<file path="config.mk">
export PLATFORM = sky130hd
export DESIGN_NAME = nibble_frame_tx_flat
export DESIGN_NICKNAME = d
export VERILOG_FILES = /design/src/rtl/nibble_frame_pkg.sv /design/src/rtl/nibble_frame_tx_if.sv /design/src/rtl/nibble_frame_tx.sv /design/src/flat_wrapper.sv
export SDC_FILE = /design/constraint.sdc
export NUM_CORES = 1
export LEC_CHECK = 0
export CAP_MARGIN = 10
export CORE_MARGIN = 2
export CORE_UTILIZATION = 49
export CTS_CLUSTER_SIZE = 25
export DETAILED_ROUTE_END_ITERATION = 8
export DONT_BUFFER_PORTS = 1
export PLACE_DENSITY_LB_ADDON = 0.05
export SKIP_LAST_GASP = 1
export SYNTH_ARGS = -nofsm -noshare
export SYNTH_HDL_FRONTEND = slang
export SYNTH_SLANG_ARGS = --single-unit
</file>
<file path="constraint.sdc">
create_clock -name CLK -period 1.35 [get_ports CLK]
set_input_delay 0.405 -clock CLK [delete_from_list [all_inputs] [get_ports CLK]]
set_output_delay 0.405 -clock CLK [all_outputs]
set_load 0.01 [all_outputs]
</file>
<file path="src/rtl/nibble_frame_pkg.sv">
// Shared definitions for the nibble frame link (transmitter and receiver).
// Optional checksum nibble is enabled by defining NIBBLE_FRAME_CHK_EN.
package nibble_frame_pkg;

  localparam logic [3:0] SYNC_NIB_DEFAULT = 4'hB;
  localparam logic [3:0] IDLE_NIB_DEFAULT = 4'h0;

  localparam int unsigned FRAME_LEN_BASE = 4;
  localparam int unsigned CHK_LEN        = 1;

`ifdef NIBBLE_FRAME_CHK_EN
  localparam int unsigned FRAME_LEN = FRAME_LEN_BASE + CHK_LEN;

  typedef enum logic [2:0] {
    StIdle = 3'd0,
    StSync = 3'd1,
    StD2   = 3'd2,
    StD1   = 3'd3,
    StD0   = 3'd4,
    StGap  = 3'd5,
    StChk  = 3'd6
  } state_t;
`else
  localparam int unsigned FRAME_LEN = FRAME_LEN_BASE;

  typedef enum logic [2:0] {
    StIdle = 3'd0,
    StSync = 3'd1,
    StD2   = 3'd2,
    StD1   = 3'd3,
    StD0   = 3'd4,
    StGap  = 3'd5
  } state_t;
`endif

  // XOR of the sync nibble and all three data nibbles.
  function automatic logic [3:0] frame_chk(logic [3:0] sync_nib, logic [11:0] word);
    return sync_nib ^ word[11:8] ^ word[7:4] ^ word[3:0];
  endfunction

endpackage

</file>
<file path="src/rtl/nibble_frame_tx_if.sv">
// Word handshake plus nibble link signals of the nibble frame transmitter.
// The master side is the word producer / link observer, the slave side is the transmitter.
interface nibble_frame_tx_if;

  logic [11:0] data_in;
  logic        data_valid;
  logic        data_ready;
  logic [3:0]  tx_nib;
  logic        tx_valid;
  logic        tx_sof;
  logic        busy;

  modport master (
    output data_in,
    output data_valid,
    input  data_ready,
    input  tx_nib,
    input  tx_valid,
    input  tx_sof,
    input  busy
  );

  modport slave (
    input  data_in,
    input  data_valid,
    output data_ready,
    output tx_nib,
    output tx_valid,
    output tx_sof,
    output busy
  );

endinterface

</file>
<file path="src/rtl/nibble_frame_tx.sv">
// Nibble frame transmitter: SYNC, three data nibbles MSB first, optional checksum, then a gap.
// Define NIBBLE_FRAME_CHK_EN to append the checksum nibble.
module nibble_frame_tx
  import nibble_frame_pkg::*;
#(
  parameter logic [3:0]  SYNC_NIB   = SYNC_NIB_DEFAULT,
  parameter logic [3:0]  IDLE_NIB   = IDLE_NIB_DEFAULT,
  parameter int unsigned GAP_CYCLES = 1
) (
  input  logic             CLK,
  input  logic             rst_,
  nibble_frame_tx_if.slave bus
);

  localparam logic [3:0] GapLoad = (GAP_CYCLES == 0) ? 4'd0 : 4'(GAP_CYCLES - 1);

  state_t      state_q, state_d;
  logic [11:0] word_q, word_d;
  logic [3:0]  gap_q, gap_d;
  logic [3:0]  nib_q, nib_d;
  logic        valid_q, valid_d;
  logic        sof_q, sof_d;
  logic        busy_q, busy_d;

  assign bus.data_ready = (state_q == StIdle);

  always_comb begin
    state_d = state_q;
    word_d  = word_q;
    gap_d   = gap_q;
    case (state_q)
      StIdle: begin
        if (bus.data_valid) begin
          word_d  = bus.data_in;
          state_d = StSync;
        end
      end
      StSync: state_d = StD2;
      StD2:   state_d = StD1;
      StD1:   state_d = StD0;
`ifdef NIBBLE_FRAME_CHK_EN
      StD0:   state_d = StChk;
      StChk: begin
        gap_d = GapLoad;
        if (GAP_CYCLES == 0) state_d = StIdle;
        else                 state_d = StGap;
      end
`else
      StD0: begin
        gap_d = GapLoad;
        if (GAP_CYCLES == 0) state_d = StIdle;
        else                 state_d = StGap;
      end
`endif
      StGap: begin
        if (gap_q == 4'd0) state_d = StIdle;
        else               gap_d   = gap_q - 4'd1;
      end
      default: state_d = StIdle;
    endcase
  end

  // Outputs are decoded from the next state so they appear registered with the state.
  always_comb begin
    nib_d   = IDLE_NIB;
    valid_d = 1'b1;
    sof_d   = 1'b0;
    busy_d  = 1'b1;
    case (state_d)
      StSync: begin
        nib_d = SYNC_NIB;
        sof_d = 1'b1;
      end
      StD2: nib_d = word_d[11:8];
      StD1: nib_d = word_d[7:4];
      StD0: nib_d = word_d[3:0];
`ifdef NIBBLE_FRAME_CHK_EN
      StChk: nib_d = frame_chk(SYNC_NIB, word_d);
`endif
      StGap: valid_d = 1'b0;
      default: begin
        valid_d = 1'b0;
        busy_d  = 1'b0;
      end
    endcase
  end

  always_ff @(posedge CLK or negedge rst_) begin
    if (!rst_) begin
      state_q <= StIdle;
      word_q  <= '0;
      gap_q   <= '0;
      nib_q   <= IDLE_NIB;
      valid_q <= 1'b0;
      sof_q   <= 1'b0;
      busy_q  <= 1'b0;
    end else begin
      state_q <= state_d;
      word_q  <= word_d;
      gap_q   <= gap_d;
      nib_q   <= nib_d;
      valid_q <= valid_d;
      sof_q   <= sof_d;
      busy_q  <= busy_d;
    end
  end

  assign bus.tx_nib   = nib_q;
  assign bus.tx_valid = valid_q;
  assign bus.tx_sof   = sof_q;
  assign bus.busy     = busy_q;

  // An idle link must never look like the start of a frame.
  sync_idle_distinct: assert property (@(posedge CLK) IDLE_NIB != SYNC_NIB);
  gap_in_range: assert property (@(posedge CLK) GAP_CYCLES <= 15);

endmodule

</file>
<file path="src/flat_wrapper.sv">
// flat-port wrapper written by rule: the top's interface ports become plain ports
module nibble_frame_tx_flat import nibble_frame_pkg::*;
#(
  parameter logic [3:0]  SYNC_NIB   = SYNC_NIB_DEFAULT,
  parameter logic [3:0]  IDLE_NIB   = IDLE_NIB_DEFAULT,
  parameter int unsigned GAP_CYCLES = 1
)
  (CLK, rst_, bus_data_in, bus_data_valid, bus_data_ready, bus_tx_nib, bus_tx_valid, bus_tx_sof, bus_busy);
  nibble_frame_tx_if bus_i ();
  input  logic CLK;
  input  logic rst_;
  input wire logic [$bits(bus_i.data_in)-1:0] bus_data_in;
  input wire logic [$bits(bus_i.data_valid)-1:0] bus_data_valid;
  output wire logic [$bits(bus_i.data_ready)-1:0] bus_data_ready;
  output wire logic [$bits(bus_i.tx_nib)-1:0] bus_tx_nib;
  output wire logic [$bits(bus_i.tx_valid)-1:0] bus_tx_valid;
  output wire logic [$bits(bus_i.tx_sof)-1:0] bus_tx_sof;
  output wire logic [$bits(bus_i.busy)-1:0] bus_busy;
  assign bus_i.data_in = bus_data_in;
  assign bus_i.data_valid = bus_data_valid;
  assign bus_data_ready = bus_i.data_ready;
  assign bus_tx_nib = bus_i.tx_nib;
  assign bus_tx_valid = bus_i.tx_valid;
  assign bus_tx_sof = bus_i.tx_sof;
  assign bus_busy = bus_i.busy;
  nibble_frame_tx #(.SYNC_NIB(SYNC_NIB), .IDLE_NIB(IDLE_NIB), .GAP_CYCLES(GAP_CYCLES)) u_core (.CLK(CLK), .rst_(rst_), .bus(bus_i));
endmodule
</file>
# --- Word-level counts from Yosys, hierarchy flattened ---
# Cells that the tools add are included.
# W data, S select, Z words.
totals:
  reg_bits: 26
  latch_bits: 0
  ramBits: 0
  romBits: 0
  output_inout_bits: 8
  n_memories: 0
classes:
  n_addsub: 1
  mul: 0
  div: 0
  order_cmp: 0
  n_eq_ne: 11
  n_shift: 0
  muxes: 11
  bitwise_logic: 0
  n_reduce_logical: 6
ops:
  columns: ["cell", "n"]
  rows:
  - ["$mux W12", 2]
  - ["$pmux W3 S6", 1]
  - ["$pmux W4 S4", 1]
  - ["$eq A3 B2 Y1 const B", 4]
  - ["$eq A3 B3 Y1 const B", 4]
  - ["$pmux W4 S2", 1]
  - ["$eq A3 B1 Y1 const B", 2]
  - ["$mux W3", 2]
  - ["$reduce_or A5 Y1", 1]
  - ["$logic_not A4 Y1", 1]
  - ["$mux W4", 1]
  - ["$reduce_or A4 Y1", 1]
  - ["$sub A4 B1 Y4 const B", 1]
  - ["$logic_not A3 Y1", 1]
  - ["$mux W1", 3]
  - ["$ne A2 B2 Y1 const B", 1]
  - ["$reduce_and A2 Y1", 1]
  - ["$reduce_bool A2 Y1", 1]

# --- Logic depth before layout (Yosys ltp) ---
# Gate-level depths: netlist of run 1.
logic_depth:
  ltp_word: 6
  depth_mapped: 5

# --- Worst setup path before layout of run 1 ---
# OpenSTA, ideal clock, no wires.
synth_timing:
  path_kind: "register -> register"
  start: "register u_core.state_q[1]"
  end: "register u_core.word_q[0]"
  setup_ns: 0.125
  arrival_ns: 1.320
  required_time_ns: 1.225
  setup_slack_ns: -0.095
  path_stages_with_launch: 6
  path_buffers: 1
  synth_period_minus_slack_ns: 1.445
  cell_sequence: "dfrtp_1 > nor3_2 > nand2_2 > inv_2 > buf_12 > mux2_4"
synth_between:
  elab_chain_len: 2
synth_rtl:
  columns: ["element", "line_no", "text"]
  rows:
  - ["start, declared", "nibble_frame_tx.sv:17", "state_t state_q, state_d;"]
  - ["start signal, assigned", "nibble_frame_tx.sv:90", "state_q <= StIdle;"]
  - ["start signal, assigned", "nibble_frame_tx.sv:98", "state_q <= state_d;"]
  - ["$logic_not A3 Y1", null, null]
  - ["via bus_data_ready", "flat_wrapper.sv:14", "output wire logic [$bits(bus_i.data_ready)-1:0] bus_data_ready;"]
  - ["$mux W12", "nibble_frame_tx.sv:31", "case (state_q)"]
  - ["via u_core.word_d[0]", "nibble_frame_tx.sv:18", "logic [11:0] word_q, word_d;"]
  - ["end signal, assigned", "nibble_frame_tx.sv:99", "word_q <= word_d;"]
  - ["end, declared", "nibble_frame_tx.sv:18", null]
# The timed path passes the listed nets, and every way through them passes these cells.
# A chain may end at the register's enable or synchronous reset.

# --- Worst setup path in the final report of run 1 ---
layout_timing:
  start: "register u_core.state_q[0]"
  end: "output port bus_data_ready"
layout_between:
  elab_chain_len: 1
layout_rtl:
  columns: ["element", "line_no", "text"]
  rows:
  - ["$logic_not A3 Y1", "nibble_frame_tx.sv:25", "assign bus.data_ready = (state_q == StIdle);"]
  - ["end, declared", "flat_wrapper.sv:14", null]
# Every way passes these cells.

==> results of run 1 <==
[registers in the layout, indices dropped and copies added, names as in the netlist]
register             flops
u_core.bus.tx_valid      1
u_core.bus.tx_sof        1
u_core.state_q           3
u_core.bus.busy          1
u_core.bus.tx_nib        4
u_core.word_q           12
u_core.gap_q             4
[path summary, 6_finish.rpt]
path                              startpoint              endpoint  slack, ns  cells after the start
max in group asynchronous               rst_     u_core.state_q[0]       0.67                      2
max                        u_core.state_q[0]        bus_data_ready      -0.24                      3
max reg2reg                u_core.state_q[0]      u_core.word_q[4]      -0.23                      6
min in group asynchronous               rst_  u_core.bus.tx_nib[3]       0.52                      2
min                           bus_data_in[2]      u_core.word_q[2]       0.22                      1
min reg2reg                 u_core.word_q[2]      u_core.word_q[2]       0.50                      1
[where the power goes]
group / switching [mW] / internal, mW / total (mW)
combinational: 0.884 / 1.46 / 2.35
sequential: 0.277 / 1.15 / 1.43
clock: 0.215 / 0.104 / 0.319
[logic make-up (layout without fill, tap and decap cells)]
| logic type | after synthesis | count (layout) | synth area share (%) |
|---|---|---|---|
| DFF | 26 | 26 | 54.2 |
| and+or+nand+nor | 21 | 21 | 11.5 |
| muxes | 17 | 17 | 19.6 |
| AOI/OAI and AO/OA | 14 | 14 | 7.09 |
| buffers and inverters | 8 | 35 | 4.80 |
| adders and majority gates | 2 | 2 | 2.09 |
| xor gates and xnor gates | 1 | 1 | 0.730 |
[worst register-to-register path, stage by stage (launching register included)]
cell	delay, ns
dfrtp_2	0.45
nor3_4	0.20
buf_4	0.15
nand2_4	0.06
inv_4	0.07
bufbuf_16	0.26
mux2_4	0.29
[layout make-up]
cell class	count	area, um^2	share of cell area (%)
sequential	26	652	39.4
multi-input combinational	55	599	36.2
timing repair buffer	28	328	19.8
tap	28	35.0	2.12
clock buffer	3	22.5	1.36
inverter	4	18.8	1.13
[routing by layer]
layer  GRT usage [%]  share of wire, %
met2            29.6                54
met5               0                 0
met1            23.4                43
met4            5.13              0.39
met3            2.54               3.3
[cell usage in the layout (no fill, tap or decap), drive strengths merged, types with 4 or more instances in the layout]
cell type and count:
dfrtp 26, nor2 4, nand2 4, mux2 15, a22oi 4, o21ai 8
buf 26
[what timing repair did]
action,4_1_cts,5_1_grt
resized for setup,12,31
cloned,1,0
hold buffers,2,0
setup buffers,4,10
setup endpoints to repair,19,24
hold endpoints to repair,26,0
pin swaps,2,14
==> impl_metrics.yaml, run 1 <==
synthesis:
  ys_top_cells_by_area: "dfrtp_1 54%, mux2_4 11%, mux2_1 5.6%"
  synth_top_area_share_pct: 54.2
  synth-edff-count: 0
  syn_area_um2: 1200
  synth_most_common_cell: "dfrtp_1"
  yosysWarnings: 0
  synth_top_area_cell: "dfrtp_1"
  synth_cell_types: 32
  synth_flop_cell: "dfrtp_1"
  postSynthAreaPerCell_um2: 13.5
  yosysSeqAreaShare_pct: 54.2
  synth_common_cells: "26 x dfrtp_1, 9 x mux2_4, 6 x mux2_1"
  async_flop_share_pct: 100
  syn-num-nets: 106
  ys_seq_elements: 26
  synthCells: 89
status:
  status: "complete, but fails checks"
  failed_checks: "negative setup slack"
sta:
  finalCriticalPeriod_ns: 1.59
  setup_violations: 19
  slew_headroom_pct: 82.3
  finalSetupTns_ns: -2.79
  whs_ns: 0.217
  fin_skew_ns: 0.00204
  fin_ws_ns: -0.239
  finalCritPeriodShare_pct: 118
  rsz0062_at_grt: "true"
  drv_slew: 0
  worstMarginPinSlew_ns: 0.263
  hold_violations: 0
  max_freq_mhz: 629
hold_path:
  hp-class: "in -> reg"
worst_setup_path:
  critical_path.slowest_cell: "dfrtp_2"
  crit_path_start_kind: "flop"
  endpoint_kind: "output pin"
  slowest_delay_ns: 0.45
  crit_fanout: 2
  critical_path_buf_inv_count: 2
  crit_family: "flip-flops"
  crit_type: "reg -> out"
  arrival_ns: 1.18
  cp_cell_sequence: "nor3_4, buf_4, buf_6"
  cp.required_ns: 0.95
clock_tree:
  clock_latency_ns: 0.31
  clk_transition_reported_paths_ns: 0.13
  cts_buffers: 3
  tritoncts: "done"
  root_buffer: "clkbuf_4"
  htreeDepth: 1
  cts.sinks: 26
  max-clock-path-buffers: 2
final_layout:
  fill_cells: 161
  finalNonFillerCells: 144
  fin_area_um2: 1660
  drive_gt1_share_pct: 57.8
  fin_nets: 135
  n_antenna_cell: 0
  area_delta_synth_final_pct: 38.0
  fin_util_pct: 73.4
placement:
  hpwlAfterDp_um: 1400
  post-place-ws_ns: -0.0518
  place_inst: 125
  gp_congestion: 0.768
  place_area_um2: 1300
  port_buffers: 0
drt:
  drc: 0
  first_pass_iters: 4
  wire_per_inst_um: 16.1
  num_vias: 767
  vias_per_cell: 5.33
  drtIter0Drc: 12
  ant_nets: 0
  wl_um: 2320
pwr:
  leakage_nw: 0.747
  power_density_nw_per_um2: 2470
  totalPowerFinal_mw: 4.10
  peakVddDrop_mv: 1.47
global_routing:
  track_usage_pct: 17.6
  overflow: 0
  grt_pass1_vias: 764
  antenna_found_initial: 0
  grt_max_degree: 27
  grt_pass1_wl_um: 3550
die:
  fp-row-count: 17
  die_x_um: 53.5
  fp.dieH_um: 53.5
  dieArea_um2: 2860
  start_util_pct: 53.2
  io_pins: 23
  core_um2: 2250
job:
  drv_cap: 0
Power figures use the tool's default switching activity.
==> inputs of run 2 (changes only) <==
--- a/config.mk
+++ b/config.mk
@@ -11,8 +11,10 @@
 export CTS_CLUSTER_SIZE = 25
 export DETAILED_ROUTE_END_ITERATION = 8
 export DONT_BUFFER_PORTS = 1
+export GPL_ROUTABILITY_DRIVEN = 0
 export PLACE_DENSITY_LB_ADDON = 0.05
 export SKIP_LAST_GASP = 1
+export SLEW_MARGIN = 15
 export SYNTH_ARGS = -nofsm -noshare
 export SYNTH_HDL_FRONTEND = slang
 export SYNTH_SLANG_ARGS = --single-unit
==> results of run 2 <==
No change in the layout: final DEF, timing and power equal those of run 1.
